==> config.mk <==
export PLATFORM = sky130hd
export DESIGN_NAME = stream_arbiter_hub
export DESIGN_NICKNAME = d
export VERILOG_FILES = /design/src/rtl/stream_hub_pkg.sv /design/src/rtl/stream_hub_fifo.sv /design/src/rtl/stream_arbiter_hub.sv
export SDC_FILE = /design/constraint.sdc
export NUM_CORES = 1
export LEC_CHECK = 0
export ABC_AREA = 1
export BUFFER_PORTS_ARGS = -buffer_cell sky130_fd_sc_hd__buf_4
export CORE_MARGIN = 4
export CORE_UTILIZATION = 40
export CTS_BUF_LIST = sky130_fd_sc_hd__clkbuf_4 sky130_fd_sc_hd__clkbuf_8 sky130_fd_sc_hd__clkbuf_16
export DETAILED_ROUTE_END_ITERATION = 16
export SETUP_SLACK_MARGIN = 0.2
export SYNTH_ARGS = -nofsm -noshare
export SYNTH_HDL_FRONTEND = slang
export SYNTH_SLANG_ARGS = --single-unit
==> constraint.sdc <==
create_clock -name clk -period 2.23 [get_ports clk]
set_input_delay 0.223 -clock clk [delete_from_list [all_inputs] [get_ports clk]]
set_output_delay 0.223 -clock clk [all_outputs]
set_load 0.01 [all_outputs]
==> src/rtl/stream_hub_pkg.sv <==
// stream_hub_pkg: shared FSM state type and index-width helper for the stream arbiter hub
package stream_hub_pkg;
    typedef enum logic {ARB = 1'b0, ACCEPT = 1'b1} arb_state_t;
    function automatic int idx_w(input int n);
        return (n > 1) ? $clog2(n) : 1;
    endfunction
endpackage

==> src/rtl/stream_hub_fifo.sv <==
// stream_hub_fifo: synchronous FIFO with power-of-two depth and asynchronous active-low reset
module stream_hub_fifo #(
    parameter int DEPTH = 4,
    parameter int W = 8
) (
    input  logic                   clk,
    input  logic                   rst,
    input  logic                   push,
    input  logic                   pop,
    input  logic [W-1:0]           din,
    output logic [W-1:0]           dout,
    output logic                   full,
    output logic                   empty,
    output logic [$clog2(DEPTH):0] count
);
    localparam int AW = $clog2(DEPTH);
    localparam int CW = AW + 1;
    logic [W-1:0] mem [DEPTH];
    logic [AW-1:0] wr_ptr, rd_ptr;
    logic do_push, do_pop;
    assign full = count == CW'(DEPTH);
    assign empty = count == '0;
    assign do_push = push && !full;
    assign do_pop = pop && !empty;
    assign dout = mem[rd_ptr];
    // Storage is cleared too so the head word reads 0 straight out of reset
    always_ff @(posedge clk or negedge rst) begin
        if (!rst) begin
            mem <= '{default: '0};
            wr_ptr <= '0;
            rd_ptr <= '0;
            count <= '0;
        end else begin
            if (do_push) begin
                mem[wr_ptr] <= din;
                wr_ptr <= wr_ptr + AW'(1);
            end
            if (do_pop) rd_ptr <= rd_ptr + AW'(1);
            count <= count + CW'(do_push) - CW'(do_pop);
        end
    end
endmodule

==> src/rtl/stream_arbiter_hub.sv <==
// stream_arbiter_hub: round-robin N-to-1 stream concentrator with buffered, channel-tagged output.
// Define STREAM_HUB_EXC_CAPTURE_EN for a sticky exception with first-source capture.
module stream_arbiter_hub
    import stream_hub_pkg::*;
#(
    parameter int                  CHANNELS   = 4,
    parameter int                  WIDTH      = 32,
    parameter int                  FIFO_DEPTH = 4,
    parameter logic [CHANNELS-1:0] EXC_MASK   = '1
) (
    input  logic                        clk,
    input  logic                        rst,
    input  logic [CHANNELS*WIDTH-1:0]   in_data,
    input  logic [CHANNELS-1:0]         in_stb,
    output logic [CHANNELS-1:0]         in_ack,
    output logic [WIDTH-1:0]            out_data,
    output logic [idx_w(CHANNELS)-1:0]  out_channel,
    output logic                        out_stb,
    input  logic                        out_ack,
    input  logic [CHANNELS-1:0]         exception_in,
    input  logic                        exception_clr,
    output logic                        exception,
    output logic [idx_w(CHANNELS)-1:0]  exception_src
);
    localparam int CW = idx_w(CHANNELS);
    typedef struct packed {
        logic [CW-1:0]    channel;
        logic [WIDTH-1:0] data;
    } entry_t;
    arb_state_t state;
    logic [CW-1:0] grant, last_grant, nxt, c;
    logic full, empty;
    logic [$clog2(FIFO_DEPTH):0] count;
    entry_t push_entry, head;
    logic [CHANNELS-1:0] masked;
    // Descending scan so the requester closest after last_grant wins
    always_comb begin
        nxt = last_grant;
        c = '0;
        for (int i = CHANNELS; i >= 1; i--) begin
            c = CW'((int'(last_grant) + i) % CHANNELS);
            nxt = in_stb[c] ? c : nxt;
        end
    end
    always_ff @(posedge clk or negedge rst) begin
        if (!rst) begin
            state <= ARB;
            grant <= '0;
            last_grant <= CW'(CHANNELS - 1);
            in_ack <= '0;
        end else if (state == ARB) begin
            if (!full && |in_stb) begin
                grant <= nxt;
                in_ack <= CHANNELS'(1) << nxt;
                state <= ACCEPT;
            end
        end else begin
            in_ack <= '0;
            last_grant <= grant;
            state <= ARB;
        end
    end
    assign push_entry.channel = grant;
    assign push_entry.data = in_data[int'(grant)*WIDTH +: WIDTH];
    stream_hub_fifo #(.DEPTH(FIFO_DEPTH), .W($bits(entry_t))) u_fifo (
        .clk   (clk),
        .rst   (rst),
        .push  (state == ACCEPT),
        .pop   (out_ack && !empty),
        .din   (push_entry),
        .dout  (head),
        .full  (full),
        .empty (empty),
        .count (count)
    );
    assign out_stb = count != '0;
    assign out_data = head.data;
    assign out_channel = head.channel;
    assign masked = exception_in & EXC_MASK;
`ifdef STREAM_HUB_EXC_CAPTURE_EN
    logic [CW-1:0] low;
    always_comb begin
        low = '0;
        for (int i = CHANNELS - 1; i >= 0; i--) low = masked[i] ? CW'(i) : low;
    end
    // A new fault arriving with the clear re-arms with the new source
    always_ff @(posedge clk or negedge rst) begin
        if (!rst) begin
            exception <= 1'b0;
            exception_src <= '0;
        end else if (|masked && (!exception || exception_clr)) begin
            exception <= 1'b1;
            exception_src <= low;
        end else if (exception_clr) begin
            exception <= 1'b0;
            exception_src <= '0;
        end
    end
`else
    logic unused_clr;
    assign unused_clr = exception_clr;
    assign exception_src = '0;
    always_ff @(posedge clk or negedge rst) begin
        if (!rst) exception <= 1'b0;
        else exception <= |masked;
    end
`endif
endmodule

==> results by group, run 1 <==
Synthesis
  – Synth area leader: dfrtp_1
  – Synthesized instance count: between 700 and 800
  – EDFF count, synth: 0
  – Top cell type's share of synthesized area: approximately 47%
  – Top cells by area, synth: dfrtp_1 (47%), mux2_2 (16%), o21ai_0 (7.8%)
  – Asr flop ratio synth: 100%
  – Yosys cell types: 33
  – Yosys reg bits: roughly 150
  – Post-synth top flop: dfrtp_1
  – Post-synthesis sequential area ratio: 47.9%
  – Synth warn: 0
  – Syn Area/Cell: 10.1 um^2
  – Area of the mapped netlist: 0.00801 mm^2

Routing
  – DR pass1 iterations: 4
  – Antenna-violating nets left: 0
  – DR vias: 6571
  – DRC violation count after routing: 0
  – Drt total wl: 21700 um
  – Drt wl/cell: 17.3 um
  – Vias per inst: 5.26
  – First DRT Iteration DRCs: 270

Power
  – Sw Share: 40.1%
  – Switch Pwr: 0.00679 W
  – P_leak: about 4.7 nW
  – Cell-internal power: 0.0101 W
  – Clock share of power: around 18%
  – Sequential power share: between 20 and 30%
  – Pwr/cell area: 1630 mW/mm^2
  – Comb pwr share: 52.9%
  – Worst VDD drop: 0.823 mV

Hold path
  – HP Class: in2reg

Clock tree
  – CTS buffer count: 17
  – TritonCTS clock tree: done
  – Reg clk slew, reported paths: 0.06 ns
  – CTS Buffer Depth: 2
  – CTS Root Cell: clkbuf_16
  – H-Tree Depth: 4
  – Worst-Skew Late Latency: 0.42 ns
  – CTS Sinks: approximately 150

Floorplanning
  – Rows: 51
  – Chip height: roughly 150 um
  – Die width: around 150 um
  – Initial Util: between 40% and 50%
  – Ports: 182
  – Core area: between 0.015 and 0.02 mm^2
  – Die area: 0.0223 mm^2

Setup path
  – Crit path required time: 2.01 ns
  – Crit Path Max Fanout: 16
  – Crit path capture type: output port
  – CP delay by family, top: flip-flops
  – Slowest-stage cell, CP: dfrtp_4
  – Critical path type: reg2out
  – WP buf/inv: 3
  – Worst path cell trace: inv_4 -> buf_12 -> o21ai_0 -> o22ai_1 -> buf_4
  – Crit path DAT: 1.77 ns
  – Critical path launch point type: flip-flop
  – Worst path max stage delay: 0.53 ns

Run
  – Max-capacitance violation count: 0

Timing
  – Setup TNS Final: 0 ns
  – Max Clock Skew: slightly below 0.01 ns
  – Fmax: 0.503 GHz
  – RSZ-0062 raised after global routing: true
  – Final hold viol count: 0
  – Min Tclk post-route: slightly below 2 ns
  – PnR worst setup slack: between 0.2 and 0.25 ns
  – Final setup violation count: 0
  – Slew Viols, Final: 0
  – Post-route clock period utilization: 89.1%
  – Worst slew pin tran: 0.656 ns
  – Slew margin rel.: 56.3%

Placed design
  – Detail Placement HPWL: about 14000 um
  – Final GP Congestion: 0.803
  – Place WS: 0.198 ns
  – Port buffer count: 178

Cells and area
  – Layout fillers: between 1500 and 2000
  – Most common cell after layout, fill and taps aside: buf_4
  – Share of cells above drive strength 1: 39.8%
  – Final net count: 1119
  – Ant. Diodes: 0
  – Area Overhead vs Synth: 30.1%
  – Most frequent cells in the layout: buf_4 (196), dfrtp_1 (148), nor2_1 (130)

Global route
  – First-pass GRT wire length: between 30000 and 40000 um
  – Vias in the first global route: between 6000 and 7000
  – Pin count of the biggest net entering global routing: 66
  – Total gr overflow: 0
  – Total track usage: 19.0%
  – Initial antenna violation count: 0

Status
  – Status: completed
layer usage:
metal / vias up / GRT usage, % / part of all wire, %
met5: - / 0 / 0
met4: 0 / 4.76 / 1.1
met3: 20 / 3.42 / 4.0
met2: 130 / 31.7 / 49
met1: 3286 / 25.7 / 46
li1: 3135 / - / -
final cells by class:
class                      instances  area [um^2]  share of cell area, %
clock buffer                      17          425                   4.08
inverter                          20         86.3                  0.829
timing repair buffer             213         1770                   16.9
sequential                       153         3840                   36.8
multi-input combinational        567         3780                   36.3
clock inverter                    15          190                   1.83
tap                              265          332                   3.18
synth_stat cells (5+ instances only):
master      n
buf_6      15
nand3_1     9
dfrtp_1   151
o22ai_1    61
clkbuf_1   24
o22ai_2     5
o21a_1      8
mux2_2    117
buf_2      12
ha_1        6
mux2_1     11
inv_1      18
o21ai_0   125
o21ai_1    12
nand2_1    55
nor2_4      5
nor2_1    132
repair_timing:
| item | CTS | global route |
|---|---|---|
| hold buffers | 3 | 0 |
| endpoints found under the hold margin | 47 | 0 |
| endpoints found under the setup margin | 35 | 20 |
| setup buffers | 2 | 2 |
| cloned | 0 | 2 |
| pin swaps | 1 | 3 |
| gates resized for setup | 4 | 12 |
state kept, by name, summed over array words and instances, names as in the netlist:
signal,flops
u_fifo.wr_ptr,2
u_fifo.mem,136
state,1
last_grant,2
exception,1
u_fifo.rd_ptr,2
grant,2
u_fifo.count,3
in_ack,4
tightest hold or removal path: stages:
cell and delay [ns]:
buf_4 0.08, nor2_1 0.04, o22ai_2 0.17, mux2_2 0.18
power by group through the flow:
stage          combinational (W)  clock [W]  sequential, W
2_1_floorplan            0.00595          0        0.00476
3_3_place_gp             0.00856          0        0.00498
3_5_place_dp             0.00866          0        0.00503
4_1_cts                  0.00882    0.00304        0.00495
5_1_grt                  0.00985    0.00317        0.00516
6_report                 0.00896    0.00299        0.00499
worst paths after layout:
| kind | startpoint | to | slack (ns) | depth (start not counted) |
|---|---|---|---|---|
| min reg2reg | u_fifo.mem[100] | u_fifo.mem[100] | 0.48 | 1 |
| min | in_data[1] | u_fifo.mem[69] | 0.30 | 4 |
| max in group asynchronous | rst | u_fifo.mem[122] | 1.16 | 3 |
| min in group asynchronous | rst | u_fifo.mem[30] | 0.33 | 2 |
| max | u_fifo.rd_ptr[0] | out_data[8] | 0.24 | 5 |
| max reg2reg | u_fifo.count[2] | u_fifo.count[2] | 0.27 | 9 |
through the flow:
step	util [%]	cell area, um^2	power (W)	hold slack [ns]	std cells
floorplan	-	8010	0.0107	-0.0726	797
global placement	49.2	9630	0.0135	0.199	1209
detailed placement	49.2	9630	0.0137	0.198	1209
CTS	52.6	10300	0.0168	0.281	1246
global route	53.2	10400	0.0182	0.315	1250
finish	53.2	10400	0.0169	0.300	1250
cell families (layout without fill, tap and decap cells):
logic type	count (synthesis)	in the layout	synth area share, %
compound gates	217	217	15.3
simple gates	208	208	11.6
flops	153	153	47.9
mux	128	128	18.0
buf+inv	77	265	5.47
fa+ha+maj	7	7	1.19
xor+xnor	5	5	0.547
other cells	1	2	0.0468
(Power assumes the default switching activity.)
==> inputs of run 2 (changes only) <==
--- a/config.mk
+++ b/config.mk
@@ -5,7 +5,6 @@
 export SDC_FILE = /design/constraint.sdc
 export NUM_CORES = 1
 export LEC_CHECK = 0
-export ABC_AREA = 1
 export BUFFER_PORTS_ARGS = -buffer_cell sky130_fd_sc_hd__buf_4
 export CORE_MARGIN = 4
 export CORE_UTILIZATION = 40
==> run 2 against run 1 <==
Effect of this change:
- clock power hardly changed
- via count is 28% lower
- total power decreased by 5.1%
- register-to-register slack got worse by 0.11 ns
- largest power group unchanged
- utilization is 0.80 points higher
- hold slack got worse by 0.069 ns
- cell count down 28%
- flip-flop and latch count is the same
- clock-buffer cell count is 4 higher
- cell area decreased by 3.4%
==> results by group, run 2 <==
Power
  – Overall power: 0.0161 W
  – Pwr/cell area: 1600 mW/mm^2
  – P_leak: approximately 4.4 nW
  – Worst VDD drop: 0.613 mV

Synthesis
  – Post-synthesis sequential area ratio: 50.6%
  – Top cells by area, synth: dfrtp_1 (50%), mux4_2 (20%), mux2_2 (17%)
  – Synthesized instance count: 451
  – Synth area leader: dfrtp_1
  – Asr flop ratio synth: 100%
  – Post-synth top flop: dfrtp_1
  – Commonest cells in the netlist: dfrtp_1 (151), mux2_2 (116), mux4_2 (66)
  – EDFF count, synth: 0
  – Synth warn: 0
  – Yosys cell types: 34
  – Top cell type's share of synthesized area: between 40% and 50%
  – Cell with the most instances after synthesis: dfrtp_1
  – Yosys reg bits: 153
  – Syn Area/Cell: 16.8 um^2
  – Area of the mapped netlist: 0.00756 mm^2

Routing
  – First DRT Iteration DRCs: 103
  – DRC violation count after routing: 0
  – Vias per inst: 5.28
  – DR vias: 4729
  – Antenna-violating nets left: 0
  – Drt total wl: approximately 17000 um
  – DR pass1 iterations: 4
  – Drt wl/cell: 19.1 um

Timing
  – Max Clock Skew: 0.00982 ns
  – Min Tclk post-route: 2.07 ns
  – Setup TNS Final: 0 ns
  – RSZ-0062 raised after global routing: true
  – Post-route clock period utilization: 92.8%
  – Worst slew pin tran: between 0.9 and 1 ns
  – Final hold viol count: 0
  – Slew Viols, Final: 0
  – Slew margin rel.: 39.6%
  – Final setup violation count: 0
  – Fmax: 0.483 GHz

Floorplanning
  – Ports: 182
  – Chip height: 146 um
  – Rows: 50
  – Initial Util: between 40 and 50%
  – Die area: 0.0212 mm^2
  – Core area: 0.0186 mm^2
  – Die width: around 150 um

Setup path
  – Critical path type: reg2reg
  – Critical path launch point type: flip-flop
  – Crit path capture type: flip-flop
  – R2R Path End: u_fifo.count[2]
  – Slowest-stage cell, CP: or3_4
  – Flop2flop setup slack: 0.16 ns
  – WP buf/inv: 2
  – Worst path max stage delay: 0.39 ns
  – CP delay by family, top: adder cells
  – Crit Path Max Fanout: 2
  – Worst r2r path cells: 9
  – Setup crit end: u_fifo.count[2]
  – Worst path cell trace: or3_4 -> and2_4 -> ha_4 -> inv_2 -> ha_4 -> inv_2 -> fa_2 -> xnor2_2 -> xnor2_1
  – Crit path required time: 2.54 ns
  – WP depth: 9
  – Crit path DAT: approximately 2.4 ns
  – Setup crit start: u_fifo.count[1]
  – Worst R2R Start: u_fifo.count[1]

Clock tree
  – TritonCTS clock tree: done
  – CTS Root Cell: clkbuf_16
  – Reg clk slew, reported paths: 0.06 ns
  – CTS Sinks: 153
  – CTS buffer count: 17
  – H-Tree Depth: 4
  – Worst-Skew Late Latency: roughly 0.42 ns
  – CTS Buffer Depth: 2

Cells and area
  – Max reg flops: between 100 and 150
  – Biggest regs: u_fifo.mem x136, in_ack x4, u_fifo.count x3
  – Share of cells above drive strength 1: 66.8%
  – Area Overhead vs Synth: 33.0%
  – Most common cell after layout, fill and taps aside: buf_4
  – Final Util: between 50% and 60%
  – Layout fillers: approximately 1500
  – Largest register by flop count: u_fifo.mem
  – Final net count: 796
  – Ant. Diodes: 0
  – Most frequent cells in the layout: buf_4 (192), dfrtp_1 (147), mux2_2 (116)

Global route
  – Initial antenna violation count: 0
  – First-pass GRT wire length: around 28000 um
  – Total track usage: 16.4%
  – Pin count of the biggest net entering global routing: 65
  – Vias in the first global route: 5332
  – Total gr overflow: 0

Placed design
  – Detail Placement HPWL: 11800 um
  – Port buffer count: 178
  – Final GP Congestion: about 0.72

Hold path
  – HP Class: in2reg

Run
  – Max-capacitance violation count: 0

Status
  – Status: completed
run 2: cell types whose count changed after synthesis, sizes merged, moves of 5 or more:
cell and delta:
o21a -8, buf -5, nand3 -10, clkbuf -19, nand2 -48, mux4 +66
inv -9, nor2 -138, mux2 +10, o21ai -135, o22ai -66
run 2: cell type report:
| class | instances | area [um^2] | area share (%) |
|---|---|---|---|
| well taps | 234 | 293 | 2.91 |
| flip-flops and latches | 153 | 3840 | 38.1 |
| clock inverters | 11 | 170 | 1.69 |
| clock buffers | 21 | 455 | 4.53 |
| repair buffers | 211 | 1790 | 17.8 |
| multi-input cells | 255 | 3480 | 34.6 |
| inverters | 11 | 41.3 | 0.410 |
run 2: how the worst min path moves through the flow:
stage                     startpoint          endpoint  slack [ns]  cells past startpoint
after global placement           rst         in_ack[0]        0.17                      1
after detailed placement         rst         in_ack[0]        0.17                      1
final                        out_ack  u_fifo.rd_ptr[0]        0.23                      4
after floorplan                  rst         exception       -0.07                      0
after CTS                    out_ack  u_fifo.rd_ptr[0]        0.22                      4
after global routing         out_ack  u_fifo.rd_ptr[0]        0.22                      4
run 2: power by group:
part	internal (W)	switching, W	leakage [nW]
Clock	0.00192	0.00109	0.301
Combinational	0.00473	0.00321	2.31
Sequential	0.00426	0.000845	1.78
run 2: logic make-up after synthesis:
logic type	count (synthesis)	synth area share, %
XOR/XNOR	5	0.579
flip-flops	153	50.6
AO/OA/AOI/OAI	10	0.910
other	1	0.0496
adder cells (fa/ha/maj)	7	1.26
AND/OR/NAND/NOR	26	2.27
multiplexers	205	40.3
buffers and inverters	44	3.97
run 2: worst min-delay path, cell delays in order:
cell and delay (ns):
buf_4 0.08, and2_4 0.14, buf_4 0.11, xor2_1 0.05
run 2: repair_timing:
action                     CTS  global route
gates resized for setup      2             3
buffers inserted             4             3
hold buffers                 3             0
setup endpoints to repair   16            58
pin swaps                    5             0
cloned                       0             3
hold endpoints to repair    38             0
run 2: metrics by stage:
step,setup WS (ns),hold slack (ns),cell area (um^2),instances
after floorplan,0.142,-0.0726,7610,452
after global placement,0.147,0.166,9270,851
after detailed placement,0.0934,0.171,9270,851
after CTS,0.152,0.218,9960,890
after global routing,0.0909,0.224,10100,896
final,0.160,0.232,10100,896
run 2: layer usage:
layer	wire length, um	global-route usage, %	vias up
met5	0	0	-
met4	169	4.37	0
met3	862	4.76	15
met2	9050	29.3	115
met1	7040	19.5	2471
li1	-	-	2128
==> inputs of run 3 (changes only) <==
--- a/config.mk
+++ b/config.mk
@@ -6,10 +6,13 @@
 export NUM_CORES = 1
 export LEC_CHECK = 0
 export BUFFER_PORTS_ARGS = -buffer_cell sky130_fd_sc_hd__buf_4
+export CELL_PAD_IN_SITES_DETAIL_PLACEMENT = 1
+export CELL_PAD_IN_SITES_GLOBAL_PLACEMENT = 2
 export CORE_MARGIN = 4
-export CORE_UTILIZATION = 40
+export CORE_UTILIZATION = 38
 export CTS_BUF_LIST = sky130_fd_sc_hd__clkbuf_4 sky130_fd_sc_hd__clkbuf_8 sky130_fd_sc_hd__clkbuf_16
 export DETAILED_ROUTE_END_ITERATION = 16
+export PLACE_DENSITY_LB_ADDON = 0.1
 export SETUP_SLACK_MARGIN = 0.2
 export SYNTH_ARGS = -nofsm -noshare
 export SYNTH_HDL_FRONTEND = slang
==> run 3 against run 2 <==
Effect of this change:
- critical path depth did not move
- register-to-register slack got worse by 0.02 ns
- cell area rose by 1.2%
- setup slack got worse by 0.016 ns
- critical endpoint unchanged
==> results by group, run 3 (synthesis results as in run 2) <==
Routing
  – Drt total wl: 18900 um
  – DR pass1 iterations: 4
  – DRC violation count after routing: 0
  – Vias per inst: 5.16
  – Antenna-violating nets left: 0
  – First DRT Iteration DRCs: 146
  – Drt wl/cell: 20.4 um
  – DR vias: 4786

Clock tree
  – CTS Sinks: 153
  – CTS buffer count: 17
  – H-Tree Depth: 4
  – CTS Buffer Depth: 2
  – CTS Root Cell: clkbuf_16
  – Worst-Skew Late Latency: 0.42 ns
  – Reg clk slew, reported paths: approximately 0.06 ns
  – TritonCTS clock tree: done

Cells and area
  – Layout fillers: 1930
  – Max reg flops: 136
  – Final net count: 797
  – Ant. Diodes: 0
  – Area Overhead vs Synth: 34.6%
  – Biggest regs: u_fifo.mem x136, in_ack x4, u_fifo.count x3
  – Most common cell after layout, fill and taps aside: buf_4
  – Non-filler cells, final: 928
  – Most frequent cells in the layout: buf_4 (171), dfrtp_1 (147), mux2_2 (116)
  – Multi-input gate area: 0.00348 mm^2
  – Share of cells above drive strength 1: 66.8%
  – Storage cell area: about 0.0038 mm^2
  – Largest register by flop count: u_fifo.mem

Floorplanning
  – Ports: approximately 180
  – Core area: ~0.020 mm^2
  – Chip height: 149 um
  – Rows: 51
  – Initial Util: 38.7%
  – Die area: 0.0222 mm^2
  – Die width: 149 um

Timing
  – Final hold viol count: 0
  – Setup TNS Final: 0 ns
  – RSZ-0062 raised after global routing: true
  – Post-route clock period utilization: 93.5%
  – Final setup violation count: 0
  – Max Clock Skew: 0.0124 ns
  – Min Tclk post-route: ~2.1 ns
  – Worst slew pin tran: 0.582 ns
  – Slew Viols, Final: 0
  – Slew margin rel.: between 60% and 70%
  – Fmax: 0.479 GHz

Global route
  – Pin count of the biggest net entering global routing: 58
  – Vias in the first global route: 5541
  – Total gr overflow: 0
  – First-pass GRT wire length: 29400 um
  – Total track usage: about 17%
  – Initial antenna violation count: 0

Setup path
  – Crit path capture type: flip-flop
  – Worst path max stage delay: ~0.39 ns
  – Crit path DAT: 2.40 ns
  – Slowest-stage cell, CP: or3_4
  – Crit path required time: 2.54 ns
  – Worst path cell trace: or3_4 -> and2_4 -> ha_4 -> inv_2 -> ha_4 -> inv_2 -> fa_2 -> xnor2_2 -> xnor2_1
  – Crit Path Max Fanout: 2
  – Critical path type: reg2reg
  – Critical path launch point type: flip-flop

Power
  – P_leak: roughly 4.4 nW
  – Pwr/cell area: 1590 mW/mm^2
  – Worst VDD drop: roughly 1.0 mV

Placed design
  – Dpl cells: 881
  – Final GP Congestion: around 0.73
  – Port buffer count: ~180
  – Detail Placement HPWL: 12700 um

Status
  – Status: completed

Hold path
  – HP Class: in2reg

Run
  – Max-capacitance violation count: 0
-- run 3: final timing paths --
check	endpoint	depth (start not counted)	startpoint	slack, ns
min	u_fifo.rd_ptr[0]	4	out_ack	0.21
min reg2reg	u_fifo.mem[47]	1	u_fifo.mem[47]	0.49
max in group asynchronous	u_fifo.mem[135]	3	rst	1.14
max	u_fifo.count[2]	9	u_fifo.count[2]	0.14
min in group asynchronous	u_fifo.mem[6]	2	rst	0.36
max reg2reg	u_fifo.count[2]	9	u_fifo.count[2]	0.14
-- run 3: metal layers --
layer	wire (um)	GRT usage, %	up-vias
li1	-	-	2123
met1	7660	20.9	2525
met2	9960	30.0	118
met3	1030	4.50	20
met4	257	5.40	0
met5	0	0	-
-- run 3: repair_timing --
item | 4_1_cts | 5_1_grt
hold buffers | 3 | 0
setup endpoints to repair | 18 | 30
pin swaps | 5 | 0
gates cloned | 0 | 5
setup buffers | 5 | 2
resized for setup | 3 | 18
hold endpoints to repair | 54 | 0
-- run 3: final cells by class --
class / instances / share of cell area [%]
Tap cell: 265 / 3.26
Sequential cell: 153 / 37.7
Multi-Input combinational cell: 255 / 34.2
Inverter: 11 / 0.406
Clock buffer: 19 / 4.39
Timing Repair Buffer: 212 / 19.0
Clock inverter: 13 / 1.03
-- run 3: critical path, delay by kind of cell, from the launching register on --
family | cells | cell delay (ns)
xor gates and xnor gates | 2 | 0.28
DFF | 1 | 0.38
buffers and inverters | 2 | 0.09
and+or+nand+nor | 2 | 0.57
adders and majority gates | 3 | 0.66
-- run 3: metrics by stage --
stage	hold slack, ns	area (um^2)	power [W]	setup WS [ns]	util [%]
after floorplan	-0.0726	7610	0.0102	0.142	-
after detailed placement	0.241	9350	0.0131	0.0651	47.9
after global placement	0.220	9350	0.0127	0.141	47.9
final	0.207	10200	0.0162	0.144	52.1
after CTS	0.190	9980	0.0160	0.126	51.1
after global routing	0.211	10200	0.0174	0.0301	52.1
-- run 3: report_power, final --
| group | internal (W) | switching (W) | total, W |
|---|---|---|---|
| clock network | 0.00156 | 0.00112 | 0.00268 |
| registers | 0.00427 | 0.000896 | 0.00517 |
| logic | 0.00503 | 0.00336 | 0.00839 |
| total | 0.0109 | 0.00538 | 0.0162 |
